$ cat src/rtl/wb_stream_master_pkg.sv
// ============================================================================
// Module : wb_stream_master_pkg
// Brief  : Opcodes, response codes and FSM state encodings for wb_stream_master.
// Rev    : 1.0  initial release
// ============================================================================
`default_nettype none

package wb_stream_master_pkg;

  localparam logic [7:0] CMD_WR  = 8'h57;
  localparam logic [7:0] CMD_RD  = 8'h52;
  localparam logic [7:0] RSP_ACK = 8'h06;
  localparam logic [7:0] RSP_NAK = 8'h15;
  localparam logic [7:0] RSP_ERR = 8'h3F;

  typedef logic [2:0] state_t;

  localparam state_t ST_IDLE = 3'd0;
  localparam state_t ST_ADDR = 3'd1;
  localparam state_t ST_MASK = 3'd2;
  localparam state_t ST_DATA = 3'd3;
  localparam state_t ST_BUS  = 3'd4;
  localparam state_t ST_RESP = 3'd5;

  function automatic logic is_cmd(input logic [7:0] op);
    return (op == CMD_WR) || (op == CMD_RD);
  endfunction

endpackage

`default_nettype wire

$ cat src/rtl/wb_stream_master_if.sv
// ============================================================================
// Module : wb_stream_master_if
// Brief  : Command/response byte streams plus the single-slave bus they drive.
// Rev    : 1.0  initial release
// ============================================================================
`default_nettype none

interface wb_stream_master_if #(
  parameter int WB_AW = 16,
  parameter int WB_DW = 32
);
  logic [7:0]         in_data;
  logic               in_valid;
  logic               in_ready;
  logic [7:0]         out_data;
  logic               out_valid;
  logic               out_ready;
  logic [WB_AW-1:0]   wb_addr;
  logic [WB_DW-1:0]   wb_wdata;
  logic [WB_DW/8-1:0] wb_wmsk;
  logic               wb_we;
  logic               wb_cyc;
  logic [WB_DW-1:0]   wb_rdata;
  logic               wb_ack;

  modport master (
    input  in_data, in_valid, out_ready, wb_rdata, wb_ack,
    output in_ready, out_data, out_valid, wb_addr, wb_wdata, wb_wmsk, wb_we, wb_cyc
  );

  modport slave (
    output in_data, in_valid, out_ready, wb_rdata, wb_ack,
    input  in_ready, out_data, out_valid, wb_addr, wb_wdata, wb_wmsk, wb_we, wb_cyc
  );
endinterface

`default_nettype wire

$ cat src/rtl/wb_stream_master.sv
// ============================================================================
// Module : wb_stream_master
// Brief  : Byte-stream command decoder that runs single bus read/write cycles.
// Rev    : 1.0  initial release
// ============================================================================
`default_nettype none

module wb_stream_master
  import wb_stream_master_pkg::*;
#(
  parameter int WB_AW     = 16,
  parameter int WB_DW     = 32,
  parameter int TIMEOUT_W = 8
) (
  input  wire logic          clk,
  input  wire logic          rst_n,
  wb_stream_master_if.master bus,
  output logic               busy
);

  localparam logic [TIMEOUT_W-1:0] c_tmo_last = {{(TIMEOUT_W-1){1'b1}}, 1'b0};
  localparam logic [TIMEOUT_W-1:0] c_tmo_one  = {{(TIMEOUT_W-1){1'b0}}, 1'b1};

  state_t               r_state;
  state_t               w_next;
  logic [2:0]           r_idx;
  logic                 r_we;
  logic                 r_err;
  logic                 r_ok;
  logic                 r_cyc;
  logic [15:0]          r_addr;
  logic [WB_DW-1:0]     r_wdata;
  logic [WB_DW-1:0]     r_rdata;
  logic [3:0]           r_wmsk;
  logic [TIMEOUT_W-1:0] r_tmo;

  logic       w_in_ready;
  logic       w_out_valid;
  logic [7:0] w_out_data;
  logic       w_busy;
  logic       w_in_fire;
  logic       w_out_fire;
  logic       w_tmo_hit;
  logic       w_bus_done;
  logic [2:0] w_last_idx;
  logic       w_resp_done;

  assign w_in_fire   = bus.in_valid & w_in_ready;
  assign w_out_fire  = w_out_valid & bus.out_ready;
  assign w_tmo_hit   = (r_tmo == c_tmo_last);
  assign w_bus_done  = r_cyc & (bus.wb_ack | w_tmo_hit);
  // Only a successful read carries the four data bytes after the status byte.
  assign w_last_idx  = (r_ok & ~r_we & ~r_err) ? 3'd4 : 3'd0;
  assign w_resp_done = w_out_fire & (r_idx == w_last_idx);

  always_ff @(posedge clk or negedge rst_n) begin
    if (!rst_n) r_state <= ST_IDLE;
    else        r_state <= w_next;
  end

  always_comb begin
    w_next = r_state;
    case (r_state)
      ST_IDLE: if (w_in_fire) w_next = is_cmd(bus.in_data) ? ST_ADDR : ST_RESP;
      ST_ADDR: if (w_in_fire && r_idx == 3'd1) w_next = r_we ? ST_MASK : ST_BUS;
      ST_MASK: if (w_in_fire) w_next = ST_DATA;
      ST_DATA: if (w_in_fire && r_idx == 3'd3) w_next = ST_BUS;
      ST_BUS:  if (w_bus_done) w_next = ST_RESP;
      ST_RESP: if (w_resp_done) w_next = ST_IDLE;
      default: w_next = ST_IDLE;
    endcase
  end

  always_comb begin
    w_in_ready  = rst_n & ((r_state == ST_IDLE) | (r_state == ST_ADDR) |
                           (r_state == ST_MASK) | (r_state == ST_DATA));
    w_out_valid = (r_state == ST_RESP);
    w_busy      = (r_state != ST_IDLE);
    w_out_data  = 8'h00;
    if (r_state == ST_RESP) begin
      if (r_err)      w_out_data = RSP_ERR;
      else if (!r_ok) w_out_data = RSP_NAK;
      else begin
        case (r_idx)
          3'd1:    w_out_data = r_rdata[31:24];
          3'd2:    w_out_data = r_rdata[23:16];
          3'd3:    w_out_data = r_rdata[15:8];
          3'd4:    w_out_data = r_rdata[7:0];
          default: w_out_data = RSP_ACK;
        endcase
      end
    end
  end

  always_ff @(posedge clk or negedge rst_n) begin
    if (!rst_n) begin
      r_idx   <= 3'd0;
      r_we    <= 1'b0;
      r_err   <= 1'b0;
      r_ok    <= 1'b0;
      r_cyc   <= 1'b0;
      r_addr  <= 16'h0000;
      r_wdata <= '0;
      r_rdata <= '0;
      r_wmsk  <= 4'h0;
      r_tmo   <= '0;
    end else begin
      case (r_state)
        ST_IDLE: if (w_in_fire) begin
          r_we   <= (bus.in_data == CMD_WR);
          r_err  <= ~is_cmd(bus.in_data);
          r_ok   <= 1'b0;
          r_wmsk <= 4'h0;
          r_idx  <= 3'd0;
        end
        ST_ADDR: if (w_in_fire) begin
          r_addr <= {r_addr[7:0], bus.in_data};
          r_idx  <= (r_idx == 3'd1) ? 3'd0 : r_idx + 3'd1;
          if (r_idx == 3'd1 && !r_we) begin
            r_cyc <= 1'b1;
            r_tmo <= '0;
          end
        end
        ST_MASK: if (w_in_fire) r_wmsk <= bus.in_data[3:0];
        ST_DATA: if (w_in_fire) begin
          r_wdata <= {r_wdata[WB_DW-9:0], bus.in_data};
          r_idx   <= (r_idx == 3'd3) ? 3'd0 : r_idx + 3'd1;
          if (r_idx == 3'd3) begin
            r_cyc <= 1'b1;
            r_tmo <= '0;
          end
        end
        // An ack on the timeout cycle still wins.
        ST_BUS: begin
          if (bus.wb_ack) begin
            r_cyc   <= 1'b0;
            r_ok    <= 1'b1;
            r_rdata <= bus.wb_rdata;
          end else if (w_tmo_hit) begin
            r_cyc <= 1'b0;
          end else begin
            r_tmo <= r_tmo + c_tmo_one;
          end
        end
        ST_RESP: if (w_out_fire) r_idx <= w_resp_done ? 3'd0 : r_idx + 3'd1;
        default: ;
      endcase
    end
  end

  assign bus.in_ready  = w_in_ready;
  assign bus.out_valid = w_out_valid;
  assign bus.out_data  = w_out_data;
  assign bus.wb_addr   = r_addr[WB_AW-1:0];
  assign bus.wb_wdata  = r_wdata;
  assign bus.wb_wmsk   = r_wmsk;
  assign bus.wb_we     = r_we;
  assign bus.wb_cyc    = r_cyc;
  assign busy          = w_busy;

endmodule

`default_nettype wire

$ cat src/flat_wrapper.sv
// flat-port wrapper written by rule: the top's interface ports become plain ports
module wb_stream_master_flat import wb_stream_master_pkg::*;
#(
  parameter int WB_AW     = 16,
  parameter int WB_DW     = 32,
  parameter int TIMEOUT_W = 8
)
  (clk, rst_n, busy, bus_in_data, bus_in_valid, bus_out_ready, bus_wb_rdata, bus_wb_ack, bus_in_ready, bus_out_data, bus_out_valid, bus_wb_addr, bus_wb_wdata, bus_wb_wmsk, bus_wb_we, bus_wb_cyc);
  wb_stream_master_if #(.WB_AW(WB_AW), .WB_DW(WB_DW)) bus_i ();
  input  wire logic clk;
  input  wire logic rst_n;
  output logic busy;
  input wire logic [$bits(bus_i.in_data)-1:0] bus_in_data;
  input wire logic [$bits(bus_i.in_valid)-1:0] bus_in_valid;
  input wire logic [$bits(bus_i.out_ready)-1:0] bus_out_ready;
  input wire logic [$bits(bus_i.wb_rdata)-1:0] bus_wb_rdata;
  input wire logic [$bits(bus_i.wb_ack)-1:0] bus_wb_ack;
  output wire logic [$bits(bus_i.in_ready)-1:0] bus_in_ready;
  output wire logic [$bits(bus_i.out_data)-1:0] bus_out_data;
  output wire logic [$bits(bus_i.out_valid)-1:0] bus_out_valid;
  output wire logic [$bits(bus_i.wb_addr)-1:0] bus_wb_addr;
  output wire logic [$bits(bus_i.wb_wdata)-1:0] bus_wb_wdata;
  output wire logic [$bits(bus_i.wb_wmsk)-1:0] bus_wb_wmsk;
  output wire logic [$bits(bus_i.wb_we)-1:0] bus_wb_we;
  output wire logic [$bits(bus_i.wb_cyc)-1:0] bus_wb_cyc;
  assign bus_i.in_data = bus_in_data;
  assign bus_i.in_valid = bus_in_valid;
  assign bus_i.out_ready = bus_out_ready;
  assign bus_i.wb_rdata = bus_wb_rdata;
  assign bus_i.wb_ack = bus_wb_ack;
  assign bus_in_ready = bus_i.in_ready;
  assign bus_out_data = bus_i.out_data;
  assign bus_out_valid = bus_i.out_valid;
  assign bus_wb_addr = bus_i.wb_addr;
  assign bus_wb_wdata = bus_i.wb_wdata;
  assign bus_wb_wmsk = bus_i.wb_wmsk;
  assign bus_wb_we = bus_i.wb_we;
  assign bus_wb_cyc = bus_i.wb_cyc;
  wb_stream_master #(.WB_AW(WB_AW), .WB_DW(WB_DW), .TIMEOUT_W(TIMEOUT_W)) u_core (.clk(clk), .rst_n(rst_n), .bus(bus_i), .busy(busy));
endmodule
$ cat config.mk
export PLATFORM = sky130hd
export DESIGN_NAME = wb_stream_master_flat
export DESIGN_NICKNAME = d
export VERILOG_FILES = /design/src/rtl/wb_stream_master_pkg.sv /design/src/rtl/wb_stream_master_if.sv /design/src/rtl/wb_stream_master.sv /design/src/flat_wrapper.sv
export SDC_FILE = /design/constraint.sdc
export NUM_CORES = 1
export LEC_CHECK = 0
export CAP_MARGIN = 20
export CORE_MARGIN = 2
export CORE_UTILIZATION = 45
export DETAILED_ROUTE_END_ITERATION = 10
export PLACE_DENSITY = 0.76
export SETUP_SLACK_MARGIN = 0.02
export SLEW_MARGIN = 10
export SYNTH_ARGS = -nofsm -noshare
export SYNTH_HDL_FRONTEND = slang
export SYNTH_SLANG_ARGS = --single-unit
$ cat constraint.sdc
create_clock -name clk -period 1.94 [get_ports clk]
set_input_delay 0.388 -clock clk [delete_from_list [all_inputs] [get_ports clk]]
set_output_delay 0.388 -clock clk [all_outputs]
set_load 0.02 [all_outputs]
* Word level (Yosys, flattened, before mapping)
Index checks and enable logic that the tools add are counted.
** Storage, ports and cells
- Output and inout bits :: 65
- Register bits :: 102
- Word-level logic and storage cells :: 118
** Operators by class
- Reduce and logical (&&, ||, !) cells :: 21
- Multiplexer cells :: 42
- Bitwise operators :: 14
- Equality and inequality tests :: 28
- Add/subtract/negate cells :: 2
** Operators with widths (number)
- 8-bit two-way mux :: 9
- 3-bit two-way mux :: 16
- 8-bit one-hot mux with 4 select lines :: 1
- 8-bit one-hot mux with 3 select lines :: 1
- 3-bit one-hot mux with 6 select lines :: 1
- 8-bit by 7-bit equality test with 1-bit output (second input constant) :: 2
- 2-bit by 1-bit inequality test with 1-bit output (second input constant) :: 8
- 3-bit by 2-bit equality test with 1-bit output (second input constant) :: 4
- 2-bit inequality test (second input constant) :: 6
- 3-bit one-hot mux with 4 select lines :: 1
- 6-bit AND reduction :: 2
- 3-bit equality test (second input constant) :: 3
- 8-bit by 1-bit adder with 8-bit output (second input constant) :: 1
- 8-bit equality test (second input constant) :: 1
- 1-bit two-way mux :: 8
- 4-bit two-way mux :: 2
- 4-bit one-hot mux with 2 select lines :: 1
- 2-bit AND reduction :: 4
- 1-bit bitwise AND :: 7
- 7-bit AND reduction :: 1
- 3-bit by 1-bit equality test with 1-bit output (second input constant) :: 2
- 3-bit AND reduction :: 2
- 3-bit nonzero test :: 2
- 5-bit AND reduction :: 1
- 13 further kinds :: 21

* Logic depth before layout (Yosys ltp)
- Word-level depth :: 9
- Depth in mapped cells :: 10
- Depth with buffers taken out :: 7

* Least setup slack after synthesis
Ideal clock, no wire load.
- Path kind :: reg-to-output
- Start point :: reg u_core.r_idx[0]
- End point :: out bus_out_data[1]
- Data required time :: 1.552 ns
- Buffers on the path :: 1
- Arrival :: 1.867 ns
- Cell stages (with the launch flop) :: 8
- Setup slack :: -0.315 ns
- Path through :: dfrtp_1 > inv_1 > ha_1 > clkbuf_1 > or3_1 > a21oi_1 > o21ai_0 > a21oi_1
** On the way
- Cells in the longest elaborated chain, start to end :: 5
** Ends and longest elaborated chain
- start, declared :: RTL line wb_stream_master.sv:26 : logic [2:0] r_idx;
- start signal, assigned :: RTL line wb_stream_master.sv:118 : r_idx <= (r_idx == 3'd1) ? 3'd0 : r_idx + 3'd1;
- start signal, assigned :: RTL line wb_stream_master.sv:127 : r_idx <= (r_idx == 3'd3) ? 3'd0 : r_idx + 3'd1;
- start signal, assigned :: RTL line wb_stream_master.sv:145 : ST_RESP: if (w_out_fire) r_idx <= w_resp_done ? 3'd0 : r_idx + 3'd1;
- 3-bit equality test (tied with other cells) :: RTL line wb_stream_master.sv:84 : case (r_idx)
- 8-bit one-hot mux with 4 select lines * :: RTL line wb_stream_master.sv:84
- 8-bit two-way mux * :: RTL line wb_stream_master.sv:82 : else if (!r_ok) w_out_data = RSP_NAK;
- 8-bit two-way mux * :: RTL line wb_stream_master.sv:81 : if (r_err) w_out_data = RSP_ERR;
- 8-bit two-way mux * :: RTL line wb_stream_master.sv:80 : if (r_state == ST_RESP) begin
- end, declared :: RTL line flat_wrapper.sv:19 : output wire logic [$bits(bus_i.out_data)-1:0] bus_out_data;
Mark *: on every way between the ends. The rest lies on a longest branch, timed or not.

* Worst setup path in the final report
- Start point :: reg u_core.r_idx[1]
- End point :: out bus_out_data[3]
Same word-level chain as after synthesis.

==> results by stage <==
Run status:
- The run finished, with violations left.
- The checks that failed: setup timing.

Setup path:
- The data required time at the worst endpoint is ~1.6 ns.
- At the worst endpoint, the arrival time is 2.06 ns.
- By startpoint and endpoint, the worst setup path is classified as reg2out.
- The critical path goes through inv_2 > ha_4 > or3_4 > a21oi_4 > nor2b_2 > a21oi_1 > nor2_1 > buf_2.
- The peak per-stage delay on the critical path is approximately 0.44 ns.
- Of all nets on the critical path, the largest fanout is 5.
- The number of gates on the worst path with buffers counted is 8.
- The master of the slowest instance on the critical path is sky130_fd_sc_hd__dfrtp_2.
- The endpoint kind of the worst setup timing path is an output pin.
- The critical path launch point type is a flip-flop.
- The depth of the most critical reg-to-reg path is 8.
- The kind of cell adding the most delay to the critical path is simple AND/OR/NAND/NOR gates.
- The number of buffers and inverters on the critical path is 2.

Power and ir drop:
- In this run the power density over the cells is 887 nW/um^2.
- The peak supply drop is about 0.66 mV.
- In this run the static leakage power is 0.00299 uW.

Logic synthesis:
- The most repeated cell in the gate-level netlist after synthesis is sky130_fd_sc_hd__dfrtp_1.
- The share of the synthesized area in compound gates (AO/OA/AOI/OAI) is 0.0869.
- The most used flip-flop cell after synthesis is sky130_fd_sc_hd__dfrtp_1.
- Yosys printed 0 warnings.
- The netlist area before placement is 4620 sq um.
- Of the total synthesized cell area, the portion taken by XOR and XNOR cells is 0.0133.
- Yosys mapped the design onto 46 distinct sky130hd cell types.
- The cell type contributing the most total cell area after synthesis is sky130_fd_sc_hd__dfrtp_1.
- By area the synthesized netlist is led by sky130_fd_sc_hd__dfrtp_1, sky130_fd_sc_hd__mux2_2, sky130_fd_sc_hd__ha_1.
- The count of flip-flops with a built-in enable after synthesis is 0.
- The share of synthesized area in the top cell type comes to 0.552.
- The gate count after technology mapping is roughly 380.
- Of the total synthesized cell area, the portion taken by full adders, half adders and majority gates is 0.0216.
- The flop and latch count out of synthesis is 102.
- In the synthesized netlist the async set-or-reset flop fraction comes to 1.00.
- The simple-gate portion of the synthesized area is 0.0955.
- The dominant combinational cell family by area after synthesis is multiplexers.
- The commonest cells after synthesis are sky130_fd_sc_hd__dfrtp_1, sky130_fd_sc_hd__mux2_2, sky130_fd_sc_hd__nor2_1.
- Synthesis produced a netlist with a net count of 429.
- The sequential share of the synthesized area is 0.552.
- Each instance of the synthesized netlist takes up on average 12.3 sq um.
- The multiplexer share of the synthesized area is 0.202.

Timing:
- The setup violation total in the final timing report is 9.
- The number of failing hold endpoints at the final stage is 0.
- On the final layout, the worst clock skew is 0.0128 ns.
- The ratio of final minimum period to clock period is 1.26.
- The maximum frequency from static timing analysis is 0.408 GHz.
- The time the final worst path needs with I/O delays and setup is 2.45 ns.
- The slew of the pin with the lowest slew margin is 0.642 ns.
- Setup repair after global routing could not meet its margin everywhere.
- The tightest slew margin relative to the limit is 0.572.
- The total negative setup slack is -3.72 ns.
- The number of slew-limit violations in the final report is 0.
- On the final layout, the worst hold slack is around 0.17 ns.
- Across all setup checks in the final design, the least slack found is -0.511 ns.

Cells and area:
- The share of the core filled with cells is 0.670.
- The filler cells instantiated in the layout total around 710.
- The final standard cell count with taps included and fillers excluded is around 700.
- Relative to the synthesized area, the layout overhead comes to 46.8%.
- The fraction of layout instances using a drive strength above 1 is 0.394.
- The repair_antennas step left the layout with diodes totalling 0.
- The final standard cell area without fillers is 6790 sq um.
- The net count of the finished layout is 594.

Floorplan:
- In this run the count of I/O pins placed on the die edge is 110.
- The die span in y is 105 um.
- The initialized floorplan defines 37 standard-cell rows.
- The initial utilization of the core area, before any placement, comes to 0.456.
- The die width is between 100 and 150 um.
- The core region is 10100 sq um.
- The die covers 11100 sq um.

Routing:
- The count of antenna-violating nets left after detailed routing is 0.
- The detailed router's first-iteration violation count is between 200 and 250.
- Using the TritonRoute via totals, the vias-per-cell ratio works out to 5.37.
- The average routed wire per standard cell is approximately 18 um.
- The routed layout has 3662 vias.
- For this run, the detailed router's first-pass iteration total came to 5.
- The final layout contains routed wiring with a total length of 12200 um.
- For this run, design rule violations remaining after detail routing come to 0.

Placed design:
- Routability-driven placement finished with a final weighted congestion of 0.920.
- During placement, the flow inserted port buffers numbering 109.
- Including well taps, the total number of placed cells is around 650.
- The total cell area at the placement stage is around 6300 sq um.
- The wire-length estimate of the detail-placed layout is ~8200 um.

Hold path:
- The worst min-delay path class is in2async.

Clocking:
- The clock tree from TritonCTS is yes.
- The insertion delay of the later-clocked pin in the worst-skew pair is 0.38 ns.
- The buffer cell driving the clock tree root is sky130_fd_sc_hd__clkbuf_8.
- The register clock-pin slew on the reported worst setup and hold paths is between 0.1 and 0.15 ns.
- The tree built by TritonCTS fans out to ~100 sinks.
- The maximum buffer depth of the clock tree is 2.
- The clock buffer count from CTS is 9.
- The deepest level of the CTS H-tree is 3.

GRT:
- The via count of the first global-routing pass is ~3700.
- The initial antenna violation count is 0.
- The residual overflow from global routing is 0.
- For this run, the total global-route usage over all layers was measured as 0.213.
- The global-route wire length before repair is 18300 um.
- Entering global routing, the biggest net connects a little over 50 pins.

Run:
- The number of maximum-capacitance violations is 0.
-- through the flow --
step	setup slack (ns)	total power (uW)
floorplan	-0.0685	3510
global placement	-0.467	4230
detailed placement	-0.558	4290
global route	-0.584	6310
finish	-0.511	6020
CTS	-0.507	5980
-- layout by cell type (no fill, tap or decap), drive strengths merged, types with 4 or more instances in the layout --
cell	netlist	layout
nand2	20	20
nand3	4	4
nand2b	5	5
ha	8	8
nor2	26	26
inv	12	15
clkdlybuf4s50	0	96
clkbuf	10	13
o31ai	4	4
dfrtp	102	102
o21ai	14	14
xnor2	4	4
a22oi	9	9
or3	4	4
nor3	8	8
buf	10	72
mux2	81	81
a21oi	15	15
-- layer usage --
layer | vias up | routed length, um | global-route usage
met4 | 0 | 294 | 0.0952
met1 | 1827 | 5100 | 0.265
met3 | 24 | 1060 | 0.0656
li1 | 1668 | - | -
met2 | 143 | 5750 | 0.341
met5 | - | 0 | 0
-- path summary, 6_finish.rpt --
check,start,to,slack [ns]
max in group asynchronous,rst_n,u_core.bus.wb_wdata[22],0.71
worst max-delay path,u_core.r_idx[1],bus_out_data[3],-0.51
worst max register to register,u_core.r_idx[1],u_core.r_state[0],-0.03
min in group clk,u_core.bus.wb_wmsk[2],u_core.bus.wb_wmsk[2],0.50
worst min register to register,u_core.bus.wb_wmsk[2],u_core.bus.wb_wmsk[2],0.50
worst min-delay path,rst_n,u_core.bus.wb_addr[2],0.17
-- worst reg2reg max path, cell delays in order, from the launching register on --
cell                      delay, ns
sky130_fd_sc_hd__dfrtp_2       0.44
sky130_fd_sc_hd__ha_2          0.23
sky130_fd_sc_hd__ha_4          0.19
sky130_fd_sc_hd__buf_4         0.14
sky130_fd_sc_hd__nor3_1        0.05
sky130_fd_sc_hd__or2_2         0.32
sky130_fd_sc_hd__buf_4         0.16
sky130_fd_sc_hd__o21ai_1       0.17
sky130_fd_sc_hd__o31ai_1       0.13
-- state kept, by name (all words and copies together), names as in the netlist, 3 cells and up --
| register | cells |
|---|---|
| u_core.bus.wb_wdata | 32 |
| u_core.r_rdata | 32 |
| u_core.bus.wb_addr | 16 |
| u_core.r_tmo | 8 |
| u_core.bus.wb_wmsk | 4 |
| u_core.r_idx | 3 |
| u_core.r_state | 3 |
-- what timing repair did --
item                                    4_1_cts  5_1_grt
pin swaps                                     8        8
gates cloned                                  0        4
hold buffers                                  1        0
endpoints found under the hold margin         3        0
gates resized for setup                      74       15
endpoints found under the setup margin       51       50
buffers inserted                              2        7
-- where the power goes --
group / internal, uW / total (uW) / switching (uW)
Clock: 758 / 1560 / 799
Combinational: 932 / 1810 / 873
Sequential: 2400 / 2660 / 264
-- final cells by class --
type	count	area, sq um	share of cell area
Sequential cell	102	2550	0.376
Inverter	12	45.0	0.00663
Clock buffer	9	124	0.0182
Timing Repair Buffer	174	1660	0.245
Multi-Input combinational cell	242	2120	0.313
Tap cell	136	170	0.0251
Clock inverter	7	113	0.0166
-- kinds of logic after synthesis --
group | count (synthesis)
AO/OA/AOI/OAI | 60
adder cells (fa/ha/maj) | 8
multiplexers | 83
AND/OR/NAND/NOR | 84
flip-flops | 102
buffers and inverters | 32
XOR/XNOR | 7
(Power assumes the default switching activity.)
